**config.mk**
```make
export PLATFORM = sky130hd
export DESIGN_NAME = fetch_unit
export DESIGN_NICKNAME = d
export VERILOG_FILES = /design/src/rtl/lib_cpu.sv /design/src/rtl/fetch_unit_pc_next.sv /design/src/rtl/fetch_unit.sv
export SDC_FILE = /design/constraint.sdc
export NUM_CORES = 1
export LEC_CHECK = 0
export ABC_AREA = 1
export CORE_ASPECT_RATIO = 0.7
export CORE_MARGIN = 10
export CORE_UTILIZATION = 50
export DETAILED_ROUTE_END_ITERATION = 10
export GPL_TIMING_DRIVEN = 0
export PLACE_DENSITY = 0.82
export SLEW_MARGIN = 20
export SYNTH_ARGS = -nofsm -noshare
export SYNTH_HDL_FRONTEND = slang
export SYNTH_SLANG_ARGS = --single-unit
```
**constraint.sdc**
```tcl
create_clock -name clk -period 2.95 [get_ports clk]
set_input_delay 0.885 -clock clk [delete_from_list [all_inputs] [get_ports clk]]
set_output_delay 0.885 -clock clk [all_outputs]
set_load 0.03 [all_outputs]
```
**src/rtl/lib_cpu.sv**
```systemverilog
// Shared CPU types: opcodes, fetch FSM states and reset constants.
package lib_cpu;

    typedef enum logic [5:0] {
        OP_RTYPE = 6'h00,
        OP_J     = 6'h02,
        OP_BEQ   = 6'h04,
        OP_ADDI  = 6'h08,
        OP_LW    = 6'h23,
        OP_SW    = 6'h2B
    } OPECODE;

    typedef enum logic [1:0] {
        S_REQ  = 2'd0,
        S_WAIT = 2'd1,
        S_HOLD = 2'd2
    } fetch_state_t;

    localparam logic [31:0] DEFAULT_RESET_PC = 32'h0000_0000;
    localparam logic [15:0] STALL_MAX        = 16'hFFFF;

    function automatic logic [15:0] sat_inc16(input logic [15:0] v);
        return (v == STALL_MAX) ? v : v + 16'd1;
    endfunction

endpackage

```
**src/rtl/fetch_unit_pc_next.sv**
```systemverilog
// Next-PC selection for the held instruction; jump beats taken branch.
module pc_next
    import lib_cpu::*;
(
    input  logic [31:0] pc_plus4,
    input  logic [31:0] instr,
    input  logic        branch,
    input  logic        jmp,
    input  logic        alu_zero,
    output logic [31:0] next_pc
);

    logic [31:0] br_off;
    logic [31:0] br_target;
    logic [31:0] j_target;

    assign br_off    = {{14{instr[15]}}, instr[15:0], 2'b00};
    assign br_target = pc_plus4 + br_off;
    assign j_target  = {pc_plus4[31:28], instr[25:0], 2'b00};

    always_comb begin
        next_pc = pc_plus4;
        if (jmp)
            next_pc = j_target;
        else if (branch && alu_zero)
            next_pc = br_target;
    end

endmodule

```
**src/rtl/fetch_unit.sv**
```systemverilog
// Instruction fetch: request, wait for memory, hold until decode retires.
module fetch_unit
    import lib_cpu::*;
#(
    parameter logic [31:0] RESET_PC = DEFAULT_RESET_PC
)(
    input  logic        clk,
    input  logic        reset_n,
    output logic        imem_req,
    output logic [31:0] imem_addr,
    input  logic        imem_rvalid,
    input  logic [31:0] imem_rdata,
    output logic [31:0] instr,
    output OPECODE      op,
    output logic        instr_valid,
    input  logic        instr_ready,
    input  logic        branch,
    input  logic        jmp,
    input  logic        alu_zero,
    output logic [31:0] pc,
    output logic [31:0] pc_plus4,
    output logic [15:0] stall_cnt
);

    fetch_state_t state;
    logic [31:0]  next_pc;

    assign pc_plus4  = pc + 32'd4;
    assign imem_addr = {pc[31:2], 2'b00};
    assign op        = OPECODE'(instr[31:26]);
    // Gated by reset so the request drops at once and rises on release.
    assign imem_req  = reset_n & (state == S_REQ);

    pc_next u_pc_next (
        .pc_plus4 (pc_plus4),
        .instr    (instr),
        .branch   (branch),
        .jmp      (jmp),
        .alu_zero (alu_zero),
        .next_pc  (next_pc)
    );

    always_ff @(posedge clk or negedge reset_n) begin
        if (!reset_n) begin
            state       <= S_REQ;
            pc          <= RESET_PC;
            instr       <= 32'd0;
            instr_valid <= 1'b0;
            stall_cnt   <= 16'd0;
        end else begin
            unique case (state)
                S_REQ: begin
                    state <= S_WAIT;
                end
                S_WAIT: begin
                    if (imem_rvalid) begin
                        instr       <= imem_rdata;
                        instr_valid <= 1'b1;
                        state       <= S_HOLD;
                    end else begin
                        stall_cnt <= sat_inc16(stall_cnt);
                    end
                end
                S_HOLD: begin
                    if (instr_ready) begin
                        pc          <= next_pc;
                        instr_valid <= 1'b0;
                        state       <= S_REQ;
                    end
                end
                default: begin
                    state <= S_REQ;
                end
            endcase
        end
    end

endmodule

```
After elaboration in Yosys (flattened, before gate mapping)
Cells that the tools add are included.

Register bits after elaboration: 83. Input bits: 39. Word-level logic and storage cells: 32. Output and inout bits: 152.

Bitwise logic cells: 3. Mux-type cells: 8. Eq/ne operators: 5. Reduce and logical (&&, ||, !) cells: 8. $add $sub $neg: 3.

Operators with widths (number): 2-to-1 mux 32 bit (2); adder 32 x 3 -> 32 bit, second input constant (1); adder 32 bit (1); adder 16 x 1 -> 16 bit, second input constant (1); equality test 16 bit, second input constant (1); case mux 2 bit (3 select lines) (1); AND reduction 2 bit (3); AND reduction 3 bit (2); 2-to-1 mux 2 bit (2); != test 2 bit, second input constant (2); equality test 2 x 1 -> 1 bit, second input constant (1); equality test 2 bit, second input constant (1); logical NOT 2 bit (1); 2-to-1 mux 1 bit (2); inverter 1 bit (2); case mux 1 bit (2 select lines) (1); nonzero test 2 bit (1); bitwise AND 1 bit (1); logical AND 1 bit (1).

Depth between registers and ports, before layout
Gate-level depths: netlist (run 1).

Word-level depth: 4. Depth in mapped cells: 25.

By module
A second synthesis (run 1) with hierarchy kept.

Cells, all modules: 1125. Area, all modules: 7352.1 sq um.

By module, submodules not included: fetch_unit (instances 1, area each 4593.2 sq um, cells an instance 566, sequential area each 2077.0 sq um); pc_next (instances 1, area each 2758.9 sq um, cells an instance 559, sequential area each 0.0 sq um).

Worst setup path before layout (run 1)
OpenSTA, ideal clock, no wires.

Path kind: register to register. From: reg pc[2]. To: reg pc[18]. Path slack: -0.322 ns. Stages on the path, launching flop included: 18. Buffers on the path: 0. Clock period less this slack: 3.272 ns. Arrival: 3.155 ns. Path through: dfrtp_1 -> ha_1 -> nand2_2 -> nor2_4 -> nand3_2 -> nor2_4 -> xor2_1 -> ha_1 -> nand2_1 -> inv_1 -> nand2_1 -> nand2_1 -> o21bai_1 -> a21oi_1 -> xor2_1 -> nand2_1 -> nand2_1 -> nand2_1.

Cells in the longest elaborated chain, start to end: 4.

RTL lines: start, declared (line fetch_unit.sv:20) `output logic [31:0] pc,`; start signal, assigned (line fetch_unit.sv:66) `pc <= next_pc;`; adder 32 x 3 -> 32 bit (line fetch_unit.sv:28) `assign pc_plus4 = pc + 32'd4;`; named net pc_plus4[16] (line fetch_unit.sv:21) `output logic [31:0] pc_plus4,`; adder 32 bit (line fetch_unit_pc_next.sv:18) `assign br_target = pc_plus4 + br_off;`; 2-to-1 mux 32 bit (line fetch_unit_pc_next.sv:25) `else if (branch && alu_zero)`; 2-to-1 mux 32 bit (line fetch_unit_pc_next.sv:23) `if (jmp)`.

The timed path passes the listed nets, and every way through them passes these cells. A chain may end at the register's enable or synchronous reset.

Worst setup path after layout (run 1)
From: reg pc[2]. To: out pc_plus4[16].

Cells in the longest elaborated chain, start to end: 1.

RTL lines (line): adder 32 x 3 -> 32 bit (fetch_unit.sv:28); end, declared (fetch_unit.sv:21).

No other way between the ends.

==> impl_metrics.ini, run 1 <==
[place]
numPortBuffers = 183
gp_congestion = 0.986
dp_hpwl_um = 22000
dpl_cell_area_um2 = 9480

[flow_run]
maxCapViolCount = 0

[global_route]
grt_pass1_wl_um = 44100
grt_util_all_layers_pct = 28.2
grt_max_degree = 35
antenna_found_initial = 0
grt-ovfl-total = 0
grt_pass1_vias = 7983

[clock_tree]
ctsHoldBuffers = 0
cts_buffers = 9
cts_buffer_depth = 2
path_clk_slew_ns = 0.06
cts_tree = yes
cts.htree.levels = 3
cts-root-buf = clkbuf_16
clock_sinks = 81
clk_latency_ns = 0.35

[sta]
rsz0062_at_grt = true
finalHoldViolCount = 0
slew_viol_final = 0
skew_ns = 0.00717
post-route-period-util_pct = 104
fmax_ghz = 0.326
whs_ns = 0.398
setup_ws_ns = -0.120
period_minus_slack_ns = 3.07
setup_viol = 17
worst_pin_slew_ns = 0.795
slew_headroom_pct = 47.0

[route]
dr.pass1.iters = 6
vias_per_cell = 5.44
avgRoutedWirePerCell_um = 19.3
ant_nets = 0
dr_total_vias = 8451
drt_iter0_markers = 817
route.detailed.drc = 0
wl_um = 30000

[worst_setup_path]
arrival_ns = 2.19
reg2reg_depth = 26
critPathKind = reg2out
required_ns = 2.07
start_kind = register
critPathMaxFanout = 4
critPathCaptureType = primary output

[cells_and_area]
fin_area_um2 = 10900
finalNetCount = 1436
area_growth_pct = 49.5
diodes = 0
fillers = 993
layout-drive-gt1-share_pct = 27.1

[floorplan]
die-height_um = 121
rows = 36
fp.dieW_um = 165
core_area_um2 = 14100
top_level_ports = 191
initial_utilization_pct = 51.9
die_area_um2 = 19900

[synthesis]
synth_seq_cells = 81
netlist_area_um2 = 7310
synth_edf_count = 0
ys_seq_area_share_pct = 27.7
yosysWarnings = 0
yosysTopAreaCell = dfrtp_1
ys.flop_type = dfrtp_1
ys_async_sr_fraction_pct = 100
syn_inst = 1109
ys_types = 48
synth_top_area_share_pct = 27.7
avgSynthCellArea_um2 = 6.59
synth_area_leaders = dfrtp_1 (28%), nand2_1 (17%), inv_1 (8.9%)

[hold_path]
min_path_type = in2async

[run_status]
outcome = complete, but fails checks
violations = setup timing
[sequential cells by signal (all words and copies together), names as in the netlist]
register / cells
state: 2
instr: 32
instr_valid: 1
stall_cnt: 16
pc: 30
[cell type report]
class / count / area [um2] / area share (%)
inverters: 184 / 691 / 6.32
clock inverters: 5 / 61.3 / 0.561
flip-flops and latches: 81 / 2050 / 18.8
multi-input cells: 790 / 4980 / 45.6
clock buffers: 11 / 243 / 2.22
repair buffers: 234 / 2250 / 20.6
well taps: 190 / 238 / 2.18
plain buffers: 59 / 409 / 3.74
[cells in the final DEF, fill, tap and decap left out, types with 12 or more instances in the layout]
cell	Yosys	routed
inv_2	8	18
mux2_2	18	18
inv_1	174	165
nor2_1	96	73
xor2_1	34	19
ha_1	37	22
dfrtp_1	81	60
a21oi_1	62	49
a21oi_2	0	13
nand3_2	2	13
nand2_1	337	298
nor2_2	5	22
o21ai_1	17	17
dfrtp_2	0	21
nor2_4	7	13
nand3_1	63	50
clkdlybuf4s50_1	0	153
nand2_4	4	12
buf_2	6	14
o21ai_0	22	18
buf_4	44	90
nand2_2	11	41
ha_4	0	12
[cell families (layout without fill, tap and decap cells)]
kind of cell             count (synthesis)  after routing  synth area share [%]
AO/OA/AOI/OAI                          120            120                  8.97
multiplexers                            18             18                  2.77
buffers and inverters                  243            493                  15.0
other                                    1              6                0.0513
flip-flops                              81             81                  27.7
AND/OR/NAND/NOR                        566            566                  33.8
adder cells (fa/ha/maj)                 38             38                  6.61
XOR/XNOR                                42             42                  5.03
[through the flow]
step / util (%) / worst slack, ns / std cells / setup TNS (ns)
after global placement: 67.0 / -3.17 / 1487 / -177.84
after detailed placement: 67.2 / -0.519 / 1488 / -8.03
after global routing: 77.5 / -0.260 / 1554 / -3.17
after floorplan: - / -0.00880 / 1114 / -0.00880
after CTS: 72.3 / -0.0381 / 1527 / -0.182
final: 77.5 / -0.120 / 1554 / -0.832
[layer usage]
| layer | global-route usage, % | up-vias | part of all wire [%] |
|---|---|---|---|
| li1 | - | 3905 | - |
| met1 | 37.1 | 3993 | 39 |
| met2 | 43.8 | 502 | 45 |
| met3 | 10.3 | 51 | 14 |
| met4 | 4.91 | 0 | 1.8 |
| met5 | 0 | - | 0 |
[final timing paths]
path                                 startpoint                       end  slack [ns]
max                           pc[2]$_DFFE_PN0P_              pc_plus4[16]       -0.12
min                                     reset_n  stall_cnt[9]$_DFFE_PN0P_        0.40
max reg2reg                   pc[2]$_DFFE_PN0P_        pc[31]$_DFFE_PN0P_       -0.08
min reg2reg                state[0]$_DFFE_PN0P_      state[0]$_DFFE_PN0P_        0.49
max in group asynchronous               reset_n        pc[19]$_DFFE_PN0P_        1.96
min in group clk           state[0]$_DFFE_PN0P_      state[0]$_DFFE_PN0P_        0.49
[repair_timing]
item / in CTS / in global routing
gates resized for setup: 160 / 151
buffers inserted: 22 / 27
endpoints found under the setup margin: 49 / 46
gates cloned: 1 / 0
pin swaps: 6 / 55
[synthesized netlist by cell type, drive strengths merged, types with 2 or more instances]
cell type	count
buf	52
or2	3
xnor2	8
xor2	34
nand3	66
dfrtp	81
o22ai	2
nor3	19
nor2	109
a21oi	62
a21o	2
and2	2
clkinv	2
o21ai	39
and3	2
nor3b	2
o221ai	3
clkbuf	7
inv	182
ha	37
nand4	9
o21bai	5
mux2	18
nand2	352
a21boi	3
[critical path, stage by stage, from the launching register on]
cell	delay, ns
dfrtp_2	0.43
ha_4	0.17
nand2_4	0.05
nor2_4	0.12
buf_12	0.13
nand3_4	0.11
nor2_4	0.19
xor2_2	0.30
buf_4	0.20
buf_6	0.13
Power of run 1 is left out: the tool's default activity adds up to more than one toggle a clock period on the data nets, which glitch-free logic cannot reach.
==> run 2: changes to the inputs <==
CORE_MARGIN = 2   (was 10)
==> run 2 against run 1 <==
Net effect:
- the run still ends with setup timing left
- critical path type is now in2reg
- final area grew 1.3%
- clock skew grew 0.0067 ns
- first-iteration DRC count grew 38%
- largest cell class unchanged
- routed wire length grew 2.2%
- die area shrank 22%
- maximum frequency shrank 1.9%
- clock-buffer cell count shrank 1
==> impl_metrics.ini, run 2 (synthesis results as in run 1) <==
[cells_and_area]
layout_common_cells = nand2_1 (299), inv_1 (161), clkdlybuf4s50_1 (154)
area_growth_pct = 51.4
layout-drive-gt1-share_pct = 28.0
largest_register = instr
mostFrequentLayoutCell = nand2_1
largest_reg_flops = 32
finalNetCount = 1447
largestRegisters = instr x32, pc x30, stall_cnt x16

[clock_tree]
cts_tree = yes
cts_buffers = 9
path_clk_slew_ns = 0.07
cts_buffer_depth = 2
clock_sinks = 81
cts.htree.levels = 3
clk_latency_ns = 0.36
cts-root-buf = clkbuf_16
ctsHoldBuffers = 0

[global_route]
antenna_found_initial = 1
grt_util_all_layers_pct = 35.0
grt_max_degree = 44
grt_pass1_vias = 7904
grt-ovfl-total = 0
grt_pass1_wl_um = 42300

[worst_setup_path]
r2r_slack_ns = -0.16
critPathKind = in2reg
reg2reg_depth = 17
required_ns = 3.11
arrival_ns = 3.29
critPathCaptureType = register
critPathMaxFanout = 10
timing.rr.start = pc[6]$_DFFE_PN0P_
crit_start = instr_ready
start_kind = input pin

[route]
wl_um = 30700
drt_iter0_markers = 1131
dr.pass1.iters = 7
top_layer_used = met4
m1WireLength_um = 12000
dr_wl_met2_um = 13000
vias_per_cell = 5.63
ant_nets = 0
dr_total_vias = 8810
dr_wl_met3_um = 4010
avgRoutedWirePerCell_um = 19.6
route.detailed.drc = 0

[sta]
fmax_ghz = 0.320
period_minus_slack_ns = 3.13
skew_ns = 0.0139
slew_headroom_pct = 38.4
slew_viol_final = 0
setup_viol = 22
fin_setup_tns_ns = -1.81
rsz0062_at_grt = true
setup_ws_ns = -0.180
post-route-period-util_pct = 106
worst_pin_slew_ns = 0.924
finalHoldViolCount = 0

[run_status]
outcome = complete, but fails checks
violations = setup timing

[place]
gp_congestion = 0.962
dp_hpwl_um = 20700
place_ws_ns = -0.595
numPortBuffers = 183

[hold_path]
min_path_type = in2async

[floorplan]
die-height_um = 105
rows = 36
initial_utilization_pct = 51.9
fp.dieW_um = 149
top_level_ports = 191
die_area_um2 = 15600
core_area_um2 = 14100

[flow_run]
maxCapViolCount = 0
## run 2: cell count changes in the layout (fill, tap and decap cells not counted), moves of 3 or more
cell and change:
buf_4 +12, dfrtp_1 -3, dfrtp_2 +3, dlygate4sd2_1 -3, inv_1 -4, nand3_1 +4
nand3_2 -4, nor2_2 -4, nor2_4 +3, xor2_4 +3
## run 2: timing repair
action | 4_1_cts | 5_1_grt
gates cloned | 0 | 1
resized for setup | 163 | 171
setup buffers | 23 | 37
pin swaps | 7 | 54
setup endpoints to repair | 48 | 48
## run 2: layout make-up
class / count / area (um2)
Antenna cell: 1 / 2.50
Buffer: 59 / 409
Clock buffer: 10 / 239
Clock inverter: 6 / 96.3
Fill cell: 993 / 3030
Inverter: 184 / 696
Multi-Input combinational cell: 790 / 5010
Sequential cell: 81 / 2060
Tap cell: 190 / 238
Timing Repair Buffer: 245 / 2320
## run 2: worst paths after layout
kind / endpoint
max in group asynchronous: instr[16]$_DFFE_PN0P_
worst min-delay path: stall_cnt[11]$_DFFE_PN0P_
worst max-delay path: pc[2]$_DFFE_PN0P_
worst min register to register: state[0]$_DFFE_PN0P_
worst max register to register: pc[18]$_DFFE_PN0P_
min in group clk: state[0]$_DFFE_PN0P_
## run 2: per-stage QoR
| stage | instances | hold slack (ns) | util, % | cell area [um2] |
|---|---|---|---|---|
| 2_1_floorplan | 1114 | 0.442 | - | 7380 |
| 3_3_place_gp | 1487 | 0.456 | 67.0 | 9450 |
| 3_5_place_dp | 1488 | 0.471 | 67.2 | 9470 |
| 4_1_cts | 1527 | 0.395 | 72.5 | 10200 |
| 5_1_grt | 1565 | 0.402 | 78.5 | 11100 |
| 6_report | 1566 | 0.384 | 78.5 | 11100 |
## run 2: worst max-delay path, stage by stage
cell and delay (ns):
clkdlybuf4s50_1 0.47, inv_1 0.05, nor2_2 0.53, inv_2 0.18
clkbuf_1 0.45, a21oi_1 0.46, a32oi_1 0.26
## run 2: per-layer routing
layer | track usage (%) | up-vias
li1 | - | 3920
met4 | 9.12 | 0
met2 | 52.9 | 675
met3 | 10.3 | 192
met1 | 49.0 | 4023
met5 | 0 | -
Power of run 2 is left out for the same reason.
==> run 3: changes to the inputs <==
CAP_MARGIN = 30   (was not set)
==> run 3 against run 2 <==
Net effect:
- the run still ends with setup timing left
- via count stayed put
- routed wire length unchanged
- critical path type unchanged
- largest cell class unchanged
- clock skew stayed put
- worst setup slack unchanged
- die area unchanged
==> impl_metrics.ini, run 3 (synthesis results as in run 1) <==
[cells_and_area]
fin_area_um2 = 11100
finalNetCount = 1447
mostFrequentLayoutCell = nand2_1
fillers = 993
layout_common_cells = nand2_1 (299), inv_1 (161), clkdlybuf4s50_1 (154)
area_growth_pct = 51.4
multi_input_area_um2 = 5010
instances_no_fill = 1566
largest_register = instr
largest_reg_flops = 32
layout-drive-gt1-share_pct = 28.0
seqCellArea_um2 = 2060
largestRegisters = instr x32, pc x30, stall_cnt x16

[sta]
skew_ns = 0.0139
slew_viol_final = 0
rsz0062_at_grt = true
post-route-period-util_pct = 106
worst_pin_slew_ns = 0.924
setup_ws_ns = -0.180
fmax_ghz = 0.320
finalHoldViolCount = 0
slew_headroom_pct = 38.4
setup_viol = 22
period_minus_slack_ns = 3.13

[clock_tree]
cts_buffer_depth = 2
cts_buffers = 9
clock_sinks = 81
cts_tree = yes
cts.htree.levels = 3
cts-root-buf = clkbuf_16
path_clk_slew_ns = 0.07
clk_latency_ns = 0.36

[place]
dp_hpwl_um = 20700
dpl_cell_area_um2 = 9470
place_ws_ns = -0.595
place_inst = 1488
gp_congestion = 0.962
numPortBuffers = 183

[worst_setup_path]
slowest_delay_ns = 0.53
critPathCaptureType = register
start_kind = input pin
critPathMaxFanout = 10
critPathKind = in2reg
required_ns = 3.11
arrival_ns = 3.29
path_cells = clkdlybuf4s50_1 -> inv_1 -> nor2_2 -> inv_2 -> clkbuf_1 -> a21oi_1 -> a32oi_1
cpMaxStageDelayCell = nor2_2

[flow_run]
maxCapViolCount = 0

[global_route]
grt_pass1_wl_um = 42300
grt-ovfl-total = 0
grt_util_all_layers_pct = 35.0
grt_max_degree = 44
grt_pass1_vias = 7904
antenna_found_initial = 1

[run_status]
violations = setup timing
outcome = complete, but fails checks

[floorplan]
die_area_um2 = 15600
initial_utilization_pct = 51.9
die-height_um = 105
top_level_ports = 191
core_area_um2 = 14100
rows = 36
fp.dieW_um = 149

[route]
wl_um = 30700
avgRoutedWirePerCell_um = 19.6
dr.pass1.iters = 7
drt_iter0_markers = 1131
route.detailed.drc = 0
dr_total_vias = 8810
vias_per_cell = 5.63
ant_nets = 0

[hold_path]
min_path_type = in2async
[run 3: cell counts in the layout (fill, tap and decap cells not counted)]
No cell type changed its count.
[run 3: timing repair]
action / in CTS / in global routing
gates resized for setup: 163 / 171
cloned: 0 / 1
buffers inserted: 23 / 37
pin swaps: 7 / 54
hold buffers: 0 / 0
setup endpoints to repair: 48 / 48
[run 3: final cells by class]
cell class	count	share of cell area, %
Antenna cell	1	0.0226
Sequential cell	81	18.6
Tap cell	190	2.15
Buffer	59	3.70
Inverter	184	6.28
Clock buffer	10	2.16
Clock inverter	6	0.870
Multi-Input combinational cell	790	45.3
Timing Repair Buffer	245	21.0
[run 3: critical path: cells and delay by family]
family | cells | cell delay, ns
buffers and inverters | 4 | 1.15
AOI/OAI and AO/OA | 2 | 0.72
and+or+nand+nor | 1 | 0.53
[run 3: final timing paths]
kind | start | endpoint | slack (ns) | cells after the start
max in group asynchronous | reset_n | instr[16]$_DFFE_PN0P_ | 2.12 | 2
max reg2reg | pc[6]$_DFFE_PN0P_ | pc[18]$_DFFE_PN0P_ | -0.16 | 17
max | instr_ready | pc[2]$_DFFE_PN0P_ | -0.18 | 7
min reg2reg | state[0]$_DFFE_PN0P_ | state[0]$_DFFE_PN0P_ | 0.48 | 1
min | reset_n | stall_cnt[11]$_DFFE_PN0P_ | 0.38 | 1
min in group clk | state[0]$_DFFE_PN0P_ | state[0]$_DFFE_PN0P_ | 0.48 | 1
[run 3: layer usage]
layer  global-route usage (%)  vias up  wire, um
met3                     10.3      192      4010
met2                     52.9      675     13000
li1                         -     3920         -
met1                     49.0     4023     12000
met5                        0        -         0
met4                     9.12        0      1710
[run 3: stage by stage]
stage	util [%]	TNS [ns]	hold slack, ns
floorplan	-	-0.00880	0.442
global placement	67.0	-173.60	0.456
detailed placement	67.2	-8.13	0.471
CTS	72.5	-0.0142	0.395
global route	78.5	-3.98	0.402
finish	78.5	-1.81	0.384
Power of run 3 is left out for the same reason.
